--- src/rtl/vga_timing_pkg.sv ---
// 640x480 @ 60 Hz raster constants and the decoded-sync bundle.
// Shared with the game logic so the visible window is defined once.
package vga_timing_pkg;

  localparam int DEF_CLK_DIV     = 4;
  localparam int DEF_H_TOTAL     = 800;
  localparam int DEF_H_SYNC      = 96;
  localparam int DEF_H_VIS_START = 144;
  localparam int DEF_H_VIS_END   = 783;
  localparam int DEF_V_TOTAL     = 525;
  localparam int DEF_V_SYNC      = 2;
  localparam int DEF_V_VIS_START = 35;
  localparam int DEF_V_VIS_END   = 514;

  typedef struct packed {
    logic hsync;
    logic vsync;
    logic bright;
  } vga_sync_t;

  function automatic logic in_range(
    input logic [9:0] x,
    input int         lo,
    input int         hi
  );
    return (int'(x) >= lo) && (int'(x) <= hi);
  endfunction

endpackage

--- src/rtl/pix_en_gen.sv ---
// Pixel-rate divider: counts 0..CLK_DIV-1, registered one-clk pix_en.
// Ports: clk, rst (async high) in; pix_en out.
module pix_en_gen #(
  parameter int CLK_DIV = 4
) (
  input  logic clk,
  input  logic rst,
  output logic pix_en
);

  localparam int W = (CLK_DIV > 1) ? $clog2(CLK_DIV) : 1;
  localparam logic [W-1:0] LAST = W'(CLK_DIV - 1);

  logic [W-1:0] div;
  logic [W-1:0] div_next;

  always_comb begin
    div_next = (div == LAST) ? '0 : div + 1'b1;
  end

  // pix_en is registered from div_next so it is high while div==LAST
  // and still reads 0 during reset when CLK_DIV is 1.
  always_ff @(posedge clk or posedge rst) begin
    if (rst) begin
      div    <= '0;
      pix_en <= 1'b0;
    end else begin
      div    <= div_next;
      pix_en <= (div_next == LAST);
    end
  end

endmodule

--- src/rtl/vga_timing_gen.sv ---
// VGA raster timing: h/v counters, sync/bright decode and frame tick.
// Ports: clk, rst in; hSync, vSync, bright, hCount, vCount, pix_en, frame_tick out.
module vga_timing_gen
  import vga_timing_pkg::*;
#(
  parameter int CLK_DIV     = DEF_CLK_DIV,
  parameter int H_TOTAL     = DEF_H_TOTAL,
  parameter int H_SYNC      = DEF_H_SYNC,
  parameter int H_VIS_START = DEF_H_VIS_START,
  parameter int H_VIS_END   = DEF_H_VIS_END,
  parameter int V_TOTAL     = DEF_V_TOTAL,
  parameter int V_SYNC      = DEF_V_SYNC,
  parameter int V_VIS_START = DEF_V_VIS_START,
  parameter int V_VIS_END   = DEF_V_VIS_END
) (
  input  logic       clk,
  input  logic       rst,
  output logic       hSync,
  output logic       vSync,
  output logic       bright,
  output logic [9:0] hCount,
  output logic [9:0] vCount,
  output logic       pix_en,
  output logic       frame_tick
);

  localparam logic [9:0] H_LAST = 10'(H_TOTAL - 1);
  localparam logic [9:0] V_LAST = 10'(V_TOTAL - 1);
  localparam logic [9:0] H_SW   = 10'(H_SYNC);
  localparam logic [9:0] V_SW   = 10'(V_SYNC);

  logic [9:0] h_next;
  logic [9:0] v_next;
  logic       wrap;
  vga_sync_t  dec;

  pix_en_gen #(
    .CLK_DIV (CLK_DIV)
  ) u_pix_en (
    .clk    (clk),
    .rst    (rst),
    .pix_en (pix_en)
  );

  always_comb begin
    h_next = hCount;
    v_next = vCount;
    wrap   = 1'b0;
    if (pix_en) begin
      if (hCount == H_LAST) begin
        h_next = '0;
        if (vCount == V_LAST) begin
          v_next = '0;
          wrap   = 1'b1;
        end else begin
          v_next = vCount + 10'd1;
        end
      end else begin
        h_next = hCount + 10'd1;
      end
    end
  end

  // Decode from the next counts so the registered syncs line up
  // with the counts presented in the same cycle.
  always_comb begin
    dec.hsync  = (h_next >= H_SW);
    dec.vsync  = (v_next >= V_SW);
    dec.bright = in_range(h_next, H_VIS_START, H_VIS_END)
              && in_range(v_next, V_VIS_START, V_VIS_END);
  end

  always_ff @(posedge clk or posedge rst) begin
    if (rst) begin
      hCount     <= '0;
      vCount     <= '0;
      hSync      <= 1'b0;
      vSync      <= 1'b0;
      bright     <= 1'b0;
      frame_tick <= 1'b0;
    end else begin
      hCount     <= h_next;
      vCount     <= v_next;
      hSync      <= dec.hsync;
      vSync      <= dec.vsync;
      bright     <= dec.bright;
      frame_tick <= wrap;
    end
  end

endmodule

--- config.mk ---
export PLATFORM = sky130hd
export DESIGN_NAME = vga_timing_gen
export DESIGN_NICKNAME = d
export VERILOG_FILES = /design/src/rtl/vga_timing_pkg.sv /design/src/rtl/pix_en_gen.sv /design/src/rtl/vga_timing_gen.sv
export SDC_FILE = /design/constraint.sdc
export NUM_CORES = 1
export LEC_CHECK = 0
export ABC_AREA = 1
export BUFFER_PORTS_ARGS = -buffer_cell sky130_fd_sc_hd__buf_2
export CAP_MARGIN = 20
export CORE_MARGIN = 2
export CORE_UTILIZATION = 50
export DETAILED_ROUTE_END_ITERATION = 6
export PLACE_DENSITY = 0.8
export SYNTH_ARGS = -nofsm -noshare
export SYNTH_HDL_FRONTEND = slang
export SYNTH_SLANG_ARGS = --single-unit
--- constraint.sdc ---
create_clock -name clk -period 1.77 [get_ports clk]
set_input_delay 0.0885 -clock clk [delete_from_list [all_inputs] [get_ports clk]]
set_output_delay 0.0885 -clock clk [all_outputs]
set_load 0.01 [all_outputs]
==> results of run 1 <==
Yosys cell counts, types with 2 or more instances:
master                     count
sky130_fd_sc_hd__nand2_1      67
sky130_fd_sc_hd__inv_1        42
sky130_fd_sc_hd__dfrtp_1      27
sky130_fd_sc_hd__nand3_1      25
sky130_fd_sc_hd__nor2_1       19
sky130_fd_sc_hd__nand4_1       9
sky130_fd_sc_hd__ha_1          5
sky130_fd_sc_hd__nand2_2       4
sky130_fd_sc_hd__nor2_2        4
sky130_fd_sc_hd__nand3b_1      3
sky130_fd_sc_hd__nor3_1        3
sky130_fd_sc_hd__o21ai_0       3
sky130_fd_sc_hd__a21oi_1       2
sky130_fd_sc_hd__inv_2         2
sky130_fd_sc_hd__nor2_4        2
sky130_fd_sc_hd__or2_2         2
worst min-delay path, cell delays in order:
cell	delay, ns
sky130_fd_sc_hd__dlygate4sd3_1	0.53
sky130_fd_sc_hd__buf_2	0.12
sky130_fd_sc_hd__inv_1	0.04
sky130_fd_sc_hd__buf_4	0.32
stage by stage:
step / TNS (ns) / worst slack (ns)
finish: -0.159 / -0.0988
global placement: -0.0798 / -0.0698
detailed placement: -0.0932 / -0.0714
floorplan: 0 / 0.00709
CTS: -0.0495 / -0.0495
global route: -0.603 / -0.256
state kept, by name (all words and copies together) (netlist names):
| signal | count |
|---|---|
| vSync | 1 |
| u_pix_en.pix_en | 1 |
| u_pix_en.div | 2 |
| frame_tick | 1 |
| vCount | 10 |
| bright | 1 |
| hSync | 1 |
| hCount | 10 |
cell type report:
| class | instances | area [um2] |
|---|---|---|
| Sequential cell | 27 | 677 |
| Inverter | 45 | 174 |
| Clock inverter | 1 | 8.76 |
| Multi-Input combinational cell | 159 | 890 |
| Clock buffer | 3 | 22.5 |
| Tap cell | 46 | 57.6 |
| Fill cell | 275 | 1040 |
| Timing Repair Buffer | 63 | 410 |
timing repair:
action	in CTS	in global routing
gates resized for setup	9	12
hold endpoints to repair	27	0
cloned	0	0
pin swaps	2	4
endpoints found under the setup margin	3	4
buffers inserted	1	1
hold buffers	1	0
final timing paths:
check	to	depth (start not counted)
worst max-delay path	bright$_DFF_PP0_	12
worst min-delay path	bright$_DFF_PP0_	4
worst max register to register	bright$_DFF_PP0_	12
worst min register to register	u_pix_en.div[0]$_DFF_PP0_	1
max in group asynchronous	u_pix_en.pix_en$_DFF_PP0_	4
min in group clk	u_pix_en.div[0]$_DFF_PP0_	1
logic make-up (layout without fill, tap and decap cells):
group	after synthesis	after routing	synth area share, %
buf+inv	47	112	11.0
flops	27	27	40.3
simple gates	142	142	40.2
xor+xnor	2	2	1.04
compound gates	10	10	3.73
fa+ha+maj	5	5	3.73
layer usage:
metal  vias to the layer above  routed length, um  track usage [%]
met5                         -                  0                0
met4                         0                 55             5.78
met3                         7                250             3.73
met2                        56               1940             39.1
met1                       821               1830             31.4
li1                        858                  -                -
layout by cell type, fill, tap and decap left out, drive strengths merged, types with 3 or more instances in the layout:
| cell type | count |
|---|---|
| nand4 | 10 |
| inv | 45 |
| buf | 62 |
| nand3b | 3 |
| nor3 | 4 |
| nand3 | 26 |
| clkbuf | 3 |
| dfrtp | 27 |
| nor2 | 25 |
| ha | 5 |
| nand2 | 71 |
| o21ai | 5 |
| or2 | 3 |
where the power goes:
group,total [W],internal (W),switching [W],leakage [nW]
logic,0.0000161,0.00000384,0.0000123,0.961
registers,0.000617,0.000617,0,0.361
clock network,0.000309,0.0000926,0.000217,0.0183
total,0.000943,0.000714,0.000229,1.34
==> metrics.txt, run 1 <==
top area cells in the synthesized netlist sky130_fd_sc_hd__dfrtp_1 40%, sky130_fd_sc_hd__nand2_1 15%, sky130_fd_sc_hd__inv_1 9.4%; period utilization 106%; floorplan die height 61.9 um; Net Count, Synth 240; cell taking the most area after synthesis sky130_fd_sc_hd__dfrtp_1; maximum number of pins on one net before global-route repair 28; startpoint of the most critical setup path hCount[1]$_DFF_PP0_; post-layout utilization of the core 68.2%; arrival time of the worst setup path 2.17 ns; worst path buffer plus inverter count 1; fraction of synthesized cell area taken by the top area cell type 40.3%; area of the core 0.00328 mm2; Hold Violations, Final 0; global router's overall resource usage 23.2%; number of global-route vias before repair 1580; Clock Pin Slew Worst Setup and Hold Paths 0.17 ns; status finished with violations; total power draw 0.000943 W; Clock H-tree levels 1; failing checks negative setup slack; Final Net Count 306; Finished Layout Cells 344; DRT antenna net count 0; total placed instance area 0.00211 mm2; async set-or-reset flop fraction in the synthesized netlist 100%; actual slew at the worst max-slew pin 0.470 ns; critical path class flip-flop to flip-flop; horizontal extent of the die 61.9 um; Yosys Warn Count 0; drt via density 5.06; crit-path max cell delay 0.40 ns; leakage power 1.34 nW; Inserted Clock Buffers 3; Skew-Pair Late Insertion Delay 0.35 ns; class of the worst hold path input port to async pin; CP startpoint kind flip-flop; highest attainable clock frequency 535 MHz; most instantiated flip-flop cell in the synthesis netlist sky130_fd_sc_hd__dfrtp_1; num ports 27; register area share after synthesis 40.3%; GRT overflow 0; fin. max-slew vios 0; final clock skew 0.00455 ns; CP Data Required Time 2.07 ns; Setup violations, final 3; total iterations of the first detailed-routing run 4; wire length reported by the detailed router 4.07 mm; cell class contributing the biggest share of worst-path delay simple AND/OR/NAND/NOR gates; worst-path cell chain ha_2 > nand2_2 > nor2_4 > nand4_4 > a21o_1 > nand2_1 > nand2_1 > nor2_2 > nand3_1 > nand2_1 > inv_1 > nor2_2; Synth Area per Inst 7.20 um2; TritonCTS clock tree done; post-route cell area 0.00224 mm2; via total after detailed routing 1742; Cells after DPL 337; register-to-register setup slack -0.1 ns; clock buffer depth 2; Post-Synthesis Cell Area 0.00168 mm2; worst flop-to-flop path startpoint hCount[1]$_DFF_PP0_; Yosys reg bits 27; synth-to-layout area growth 33.5%; setup ws final -0.0988 ns; count of distinct cell types in the synthesized netlist 30; post-synthesis cell count 233; unrepaired setup endpoints after global routing true; endpoint class of the critical path flip-flop; worst supply voltage drop on vdd 0.482 mV; clk sink count 27; final RePlAce weighted congestion 1.01; number of antenna repair diodes 0; DR iter-0 viols 176; final period demand of the worst path 1.87 ns; worst hold slack across all endpoints 0.311 ns; EDFF count, synth 0; effective utilization at floorplan 51.1%; critical-path maximum fanout 8; antenna violations before repair 0; area of the die 0.00384 mm2; DRC 0; per-cell routed wire length 11.8 um; cell row count 21; remaining max-slew budget at the tightest pin 68.3%; count of maximum capacitance violations 0; global-route wire length before repair 6.62 mm; CTS Root Buffer Type sky130_fd_sc_hd__clkbuf_4; fraction of layout instances using a drive strength above 1 33.6%; number of port buffers 26; power per unit of standard cell area 421 mW/mm2; half-perimeter wire length after placement 2.98 mm; slowest stage cell, crit path sky130_fd_sc_hd__dfrtp_1; cell repeated most along the worst path sky130_fd_sc_hd__nand2_1
(Power assumes the default switching activity.)
==> run 2, diff against run 1 <==
CORE_UTILIZATION = 30   (was 50)
GPL_TIMING_DRIVEN = 0   (was default)
PLACE_DENSITY = default   (was 0.8)
PLACE_DENSITY_LB_ADDON = 0.25   (was default)
==> metrics.txt, run 2 (synthesized netlist as in run 1, its figures left out) <==
status finished with violations; failing checks negative setup slack; worst-path cell chain inv_2 > ha_4 > nand3_2 > nand3b_1 > nand2_1 > nor2_2 > nor2_4 > nand2_2 > nor2_1 > nand2_1 > nand2_1 > nand2_1 > nand2_1 > nor2_2; Setup violations, final 1 (-2); DR iter-0 viols 83 (-53%); Skew-Pair Late Insertion Delay 0.28 ns (-0.07 ns); critical-path maximum fanout 5 (-3); effective utilization at floorplan 30.8% (-20 points); horizontal extent of the die 78.8 um (+27%); total iterations of the first detailed-routing run 4 (unchanged); cell row count 27 (+29%); endpoint class of the critical path flip-flop; biggest registers after layout hCount: 10 flops, vCount: 10 flops, u_pix_en.div: 2 flops; unrepaired setup endpoints after global routing true; GRT overflow 0 (unchanged); antenna violations before repair 0 (unchanged); per-cell routed wire length 11.8 um (-0.13%); power per unit of standard cell area 463 mW/mm2 (+10%); global router's overall resource usage 13.9% (-9.4 points); maximum number of pins on one net before global-route repair 18 (-36%); arrival time of the worst setup path 2.07 ns (-0.10 ns); clock buffer depth 2 (unchanged); remaining max-slew budget at the tightest pin 65.8% (-2.5 points); CTS Root Buffer Type sky130_fd_sc_hd__clkbuf_8; Finished Layout Cells 349 (+1.5%); layout filler cell count 574 (+110%); critical path class flip-flop to flip-flop; CP startpoint kind flip-flop; fraction of layout instances using a drive strength above 1 32.9% (-0.71 points); via total after detailed routing 1586 (-9.0%); startpoint of the most critical setup path vCount[1]$_DFF_PP0_; period utilization 106% (+0.18 points); final period demand of the worst path 1.87 ns (+0.00316 ns); top library cells by usage in the layout, fill and taps aside 58 x sky130_fd_sc_hd__nand2_1, 38 x sky130_fd_sc_hd__inv_1, 27 x sky130_fd_sc_hd__dfrtp_1; number of port buffers 26 (unchanged); Cells after DPL 332 (-1.5%); number of global-route vias before repair 1541 (-2.5%); setup ws final -0.102 ns (-0.00316 ns); final RePlAce weighted congestion 0.846 (-16%); final clock skew 0.00631 ns (+0.00176 ns); worst supply voltage drop on vdd 0.311 mV (-36%); fin. max-slew vios 0 (unchanged); Inserted Clock Buffers 3 (unchanged); Final Net Count 285 (-6.9%); CP Data Required Time 1.96 ns (-0.11 ns); clk sink count 27 (unchanged); count of maximum capacitance violations 0 (unchanged); worst path buffer plus inverter count 1 (unchanged); half-perimeter wire length after placement 3.03 mm (+1.5%); floorplan die height 78.8 um (+27%); worst flop-to-flop path startpoint vCount[1]$_DFF_PP0_; crit-path max cell delay 0.41 ns (about the same); cell repeated most along the worst path sky130_fd_sc_hd__nand2_1; global-route wire length before repair 6.82 mm (+2.9%); Hold Violations, Final 0 (unchanged); area of the die 0.00621 mm2 (+62%); slowest stage cell, crit path sky130_fd_sc_hd__dfrtp_1; drt via density 4.54 (-10%); DRT antenna net count 0 (unchanged); Clock H-tree levels 1 (unchanged); class of the worst hold path input port to async pin; DRC 0 (unchanged); wire length reported by the detailed router 4.13 mm (+1.3%); cell class contributing the biggest share of worst-path delay simple AND/OR/NAND/NOR gates; number of antenna repair diodes 0 (unchanged); post-layout utilization of the core 40.6% (-28 points); highest attainable clock frequency 534 MHz (-0.17%); TritonCTS clock tree done; synth-to-layout area growth 31.6%; area of the core 0.00544 mm2 (+66%); most common library cell in the layout ignoring fill and taps sky130_fd_sc_hd__nand2_1; actual slew at the worst max-slew pin 0.512 ns (+0.0416 ns); Clock Pin Slew Worst Setup and Hold Paths 0.10 ns (-0.07 ns); num ports 27 (unchanged); leakage power 1.26 nW (-5.8%)
-- run 2: cell count changes in the layout (fill, tap and decap cells not counted), sizes merged --
cell    change
buf        -22
clkbuf      +1
-- run 2: worst reg2reg max path, stage by stage, from the launching register on --
cell,delay [ns]
sky130_fd_sc_hd__dfrtp_1,0.41
sky130_fd_sc_hd__inv_2,0.10
sky130_fd_sc_hd__ha_4,0.14
sky130_fd_sc_hd__nand3_2,0.07
sky130_fd_sc_hd__nand3b_1,0.29
sky130_fd_sc_hd__nand2_1,0.15
sky130_fd_sc_hd__nor2_2,0.06
sky130_fd_sc_hd__nor2_4,0.11
sky130_fd_sc_hd__nand2_2,0.08
sky130_fd_sc_hd__nor2_1,0.11
sky130_fd_sc_hd__nand2_1,0.06
sky130_fd_sc_hd__nand2_1,0.06
sky130_fd_sc_hd__nand2_1,0.05
sky130_fd_sc_hd__nand2_1,0.07
sky130_fd_sc_hd__nor2_2,0.03
-- run 2: where the power goes --
group / switching [W] / internal (W)
sequential: 0 / 0.000616
clock: 0.000218 / 0.000166
combinational: 0.0000136 / 0.00000844
total: 0.000232 / 0.000791
-- run 2: layer usage --
layer	share of wire [%]	wire [um]	global-route usage [%]
met4	1.4	57	5.44
met1	49	2010	18.7
met5	0	0	0
met2	47	1950	22.6
met3	2.6	108	1.93
-- run 2: path summary, 6_finish.rpt --
| path | end | slack [ns] | depth (start not counted) |
|---|---|---|---|
| max | bright$_DFF_PP0_ | -0.10 | 14 |
| min | vCount[3]$_DFF_PP0_ | 0.36 | 3 |
| max reg2reg | bright$_DFF_PP0_ | -0.10 | 14 |
| min in group clk | u_pix_en.div[0]$_DFF_PP0_ | 0.47 | 1 |
| max in group asynchronous | hCount[1]$_DFF_PP0_ | 0.94 | 4 |
| min reg2reg | u_pix_en.div[0]$_DFF_PP0_ | 0.47 | 1 |
-- run 2: layout make-up --
cell class	instances	area [um2]	share of cell area, %
buffer	2	11.3	0.510
clock buffer	3	41.3	1.87
clock inverter	1	8.76	0.397
inverter	45	174	7.88
multi-input combinational	159	950	43.0
sequential	27	676	30.6
tap	72	90.1	4.08
timing repair buffer	40	258	11.7
-- run 2: stage by stage --
| stage | hold slack [ns] | TNS, ns | setup WS (ns) | instance area [um2] | total power, W |
|---|---|---|---|---|---|
| 3_5_place_dp | 0.153 | -0.570 | -0.283 | 1930 | 0.000651 |
| 5_1_grt | 0.415 | -0.487 | -0.268 | 2210 | 0.00107 |
| 2_1_floorplan | 0.141 | 0 | 0.00709 | 1680 | 0.000638 |
| 3_3_place_gp | 0.412 | -0.599 | -0.299 | 1900 | 0.000643 |
| 4_1_cts | 0.373 | -0.149 | -0.112 | 2080 | 0.00105 |
| 6_report | 0.360 | -0.102 | -0.102 | 2210 | 0.00102 |
-- run 2: repair_timing --
action / CTS / global route
setup buffers: 7 / 5
endpoints found under the hold margin: 10 / 0
pin swaps: 9 / 21
resized for setup: 13 / 25
hold buffers: 1 / 0
endpoints found under the setup margin: 3 / 3
==> run 3, diff against run 2 <==
CORE_UTILIZATION = 35   (was 30)
SLEW_MARGIN = 20   (was default)
==> metrics.txt, run 3 (synthesized netlist as in run 1, its figures left out) <==
Inserted Clock Buffers 3 (unchanged); number of antenna repair diodes 0 (unchanged); GRT overflow 0 (unchanged); final period demand of the worst path 1.85 ns (-0.0198 ns); Skew-Pair Late Insertion Delay 0.28 ns (about the same); top library cells by usage in the layout, fill and taps aside 61 x sky130_fd_sc_hd__nand2_1, 37 x sky130_fd_sc_hd__inv_1, 26 x sky130_fd_sc_hd__dfrtp_1, 26 x sky130_fd_sc_hd__buf_2, 22 x sky130_fd_sc_hd__nand3_1; crit-path max cell delay 0.41 ns (about the same); total iterations of the first detailed-routing run 4 (unchanged); fraction of layout instances using a drive strength above 1 29.2% (-3.7 points); effective utilization at floorplan 36.0% (+5.2 points); worst flop-to-flop path startpoint hCount[1]$_DFF_PP0_; clock buffer depth 2 (unchanged); post-route cell area 0.00208 mm2 (-5.9%); critical path class flip-flop to flip-flop; CP Data Required Time 1.95 ns (about the same); final clock skew 0.00612 ns (-0.000188 ns); global router's overall resource usage 15.8% (+2.0 points); CP startpoint kind flip-flop; layer with the highest usage after global routing met2; wire length reported by the detailed router 3.91 mm (-5.3%); failing checks negative setup slack; most common library cell in the layout ignoring fill and taps sky130_fd_sc_hd__nand2_1; global-route wire length before repair 6.60 mm (-3.2%); antenna violations before repair 0 (unchanged); r2r worst-path depth 14 (unchanged); worst r2r dst bright$_DFF_PP0_; Hold Violations, Final 0 (unchanged); floorplan die height 73.2 um (-7.0%); leakage power 1.19 nW (-5.4%); final RePlAce weighted congestion 0.830 (-1.9%); startpoint of the most critical setup path hCount[1]$_DFF_PP0_; TritonCTS clock tree done; Setup violations, final 1 (unchanged); per-cell routed wire length 12.0 um (+1.7%); unrepaired setup endpoints after global routing true; CTS Root Buffer Type sky130_fd_sc_hd__clkbuf_8; register-to-register setup slack -0.08 ns (+0.02 ns); synth-to-layout area growth 23.8%; met3 Usage GRT 3.45% (+1.5 points); Clock Pin Slew Worst Setup and Hold Paths 0.10 ns (about the same); worst hold slack across all endpoints 0.411 ns (+0.0506 ns); Cells after DPL 313 (-5.7%); remaining max-slew budget at the tightest pin 61.9% (-4.0 points); period utilization 105% (-1.1 points); highest attainable clock frequency 540 MHz (+1.1%); power per unit of standard cell area 478 mW/mm2 (+3.2%); critical-path maximum fanout 8 (+3); num ports 27 (unchanged); DRT antenna net count 0 (unchanged); area of the die 0.00536 mm2 (-14%); via total after detailed routing 1541 (-2.8%); number of port buffers 26 (unchanged); Global Route met2 Usage 27.6% (+5.1 points); worst-path cell chain ha_4 > nand2_4 > nor2_4 > nand4_4 > nand2_2 > inv_2 > nor2_4 > nand2_4 > nor2_2 > nand2_1 > nand2_1 > nand2_1 > nand2_1 > nor2_2; DR iter-0 viols 59 (-29%); cell repeated most along the worst path sky130_fd_sc_hd__nand2_1; half-perimeter wire length after placement 2.88 mm (-4.8%); class of the worst hold path input port to async pin; slowest stage cell, crit path sky130_fd_sc_hd__dfrtp_1; total placed instance area 0.00188 mm2 (-2.6%); horizontal extent of the die 73.2 um (-7.0%); biggest registers after layout hCount: 10 flops, vCount: 10 flops, u_pix_en.div: 2 flops; endpoint class of the critical path flip-flop; DRC 0 (unchanged); status finished with violations; fin. max-slew vios 0 (unchanged); setup ws final -0.0821 ns (+0.0198 ns); cell class contributing the biggest share of worst-path delay simple AND/OR/NAND/NOR gates; drt via density 4.74 (+4.3%); area of the core 0.00466 mm2 (-14%); count of maximum capacitance violations 0 (unchanged); actual slew at the worst max-slew pin 0.571 ns (+0.0594 ns); path length in cells of the critical path 14 (unchanged); worst supply voltage drop on vdd 0.417 mV (+34%); arrival time of the worst setup path 2.03 ns (-0.04 ns); Finished Layout Cells 325 (-6.9%); worst path buffer plus inverter count 1 (unchanged); number of global-route vias before repair 1421 (-7.8%); layout filler cell count 483 (-16%); Clock H-tree levels 1 (unchanged); cell row count 25 (-7.4%); clk sink count 27 (unchanged); termination of the worst setup path bright$_DFF_PP0_; Final Net Count 279 (-2.1%); maximum number of pins on one net before global-route repair 28 (+10); met1 usage in global routing 20.1% (+1.4 points)
-- run 3: cell count changes in the layout (fill, tap and decap cells not counted), sizes merged --
cell	previous run	this run
clkbuf	4	5
inv	45	44
buf	40	34
-- run 3: area by class of cell --
type,instances,area [um2],area share [%]
Sequential cell,27,677,32.6
Multi-Input combinational cell,159,910,43.8
Clock buffer,4,45.0,2.17
Inverter,45,174,8.37
Tap cell,54,67.6,3.25
Timing Repair Buffer,34,193,9.28
Buffer,2,11.3,0.542
-- run 3: worst min path at each step --
stage	startpoint	to	slack, ns	cells past startpoint
floorplan	rst	bright$_DFF_PP0_	0.14	1
global placement	rst	hCount[3]$_DFF_PP0_	0.39	2
detailed placement	rst	hCount[2]$_DFF_PP0_	0.42	2
CTS	rst	vCount[2]$_DFF_PP0_	0.10	2
global route	rst	u_pix_en.div[1]$_DFF_PP0_	0.49	3
finish	rst	hCount[2]$_DFF_PP0_	0.41	3
-- run 3: routing by layer --
layer	routed length (um)	vias up	share of wire, %
met5	0	-	0
met4	18	0	0.46
met3	122	2	3.1
met2	1980	23	51
met1	1790	713	46
li1	-	803	-
-- run 3: report_power, final --
group	internal (W)	total, W	switching [W]
registers	0.000616	0.000616	0
logic	0.00000245	0.0000148	0.0000124
clock network	0.000162	0.000362	0.000200
total	0.000780	0.000993	0.000212
-- run 3: what timing repair did --
| action | 4_1_cts | 5_1_grt |
|---|---|---|
| hold buffers | 0 | 1 |
| gates cloned | 0 | 0 |
| buffers inserted | 5 | 2 |
| endpoints found under the setup margin | 3 | 3 |
| hold endpoints to repair | 0 | 27 |
| pin swaps | 4 | 5 |
| resized for setup | 9 | 20 |
-- run 3: tightest hold or removal path: cells and delay by family --
kind / cells / cell delay, ns
buffers and inverters: 3 / 1.07
-- run 3: through the flow --
stage	TNS (ns)	util (%)	total power (W)	setup slack [ns]
final	-0.0821	44.6	0.000993	-0.0821
after global routing	-0.456	44.6	0.00103	-0.262
after CTS	-0.0895	42.6	0.00101	-0.0754
after detailed placement	-0.505	40.2	0.000643	-0.259
after global placement	-0.514	40.2	0.000642	-0.260
after floorplan	0	-	0.000638	0.00709
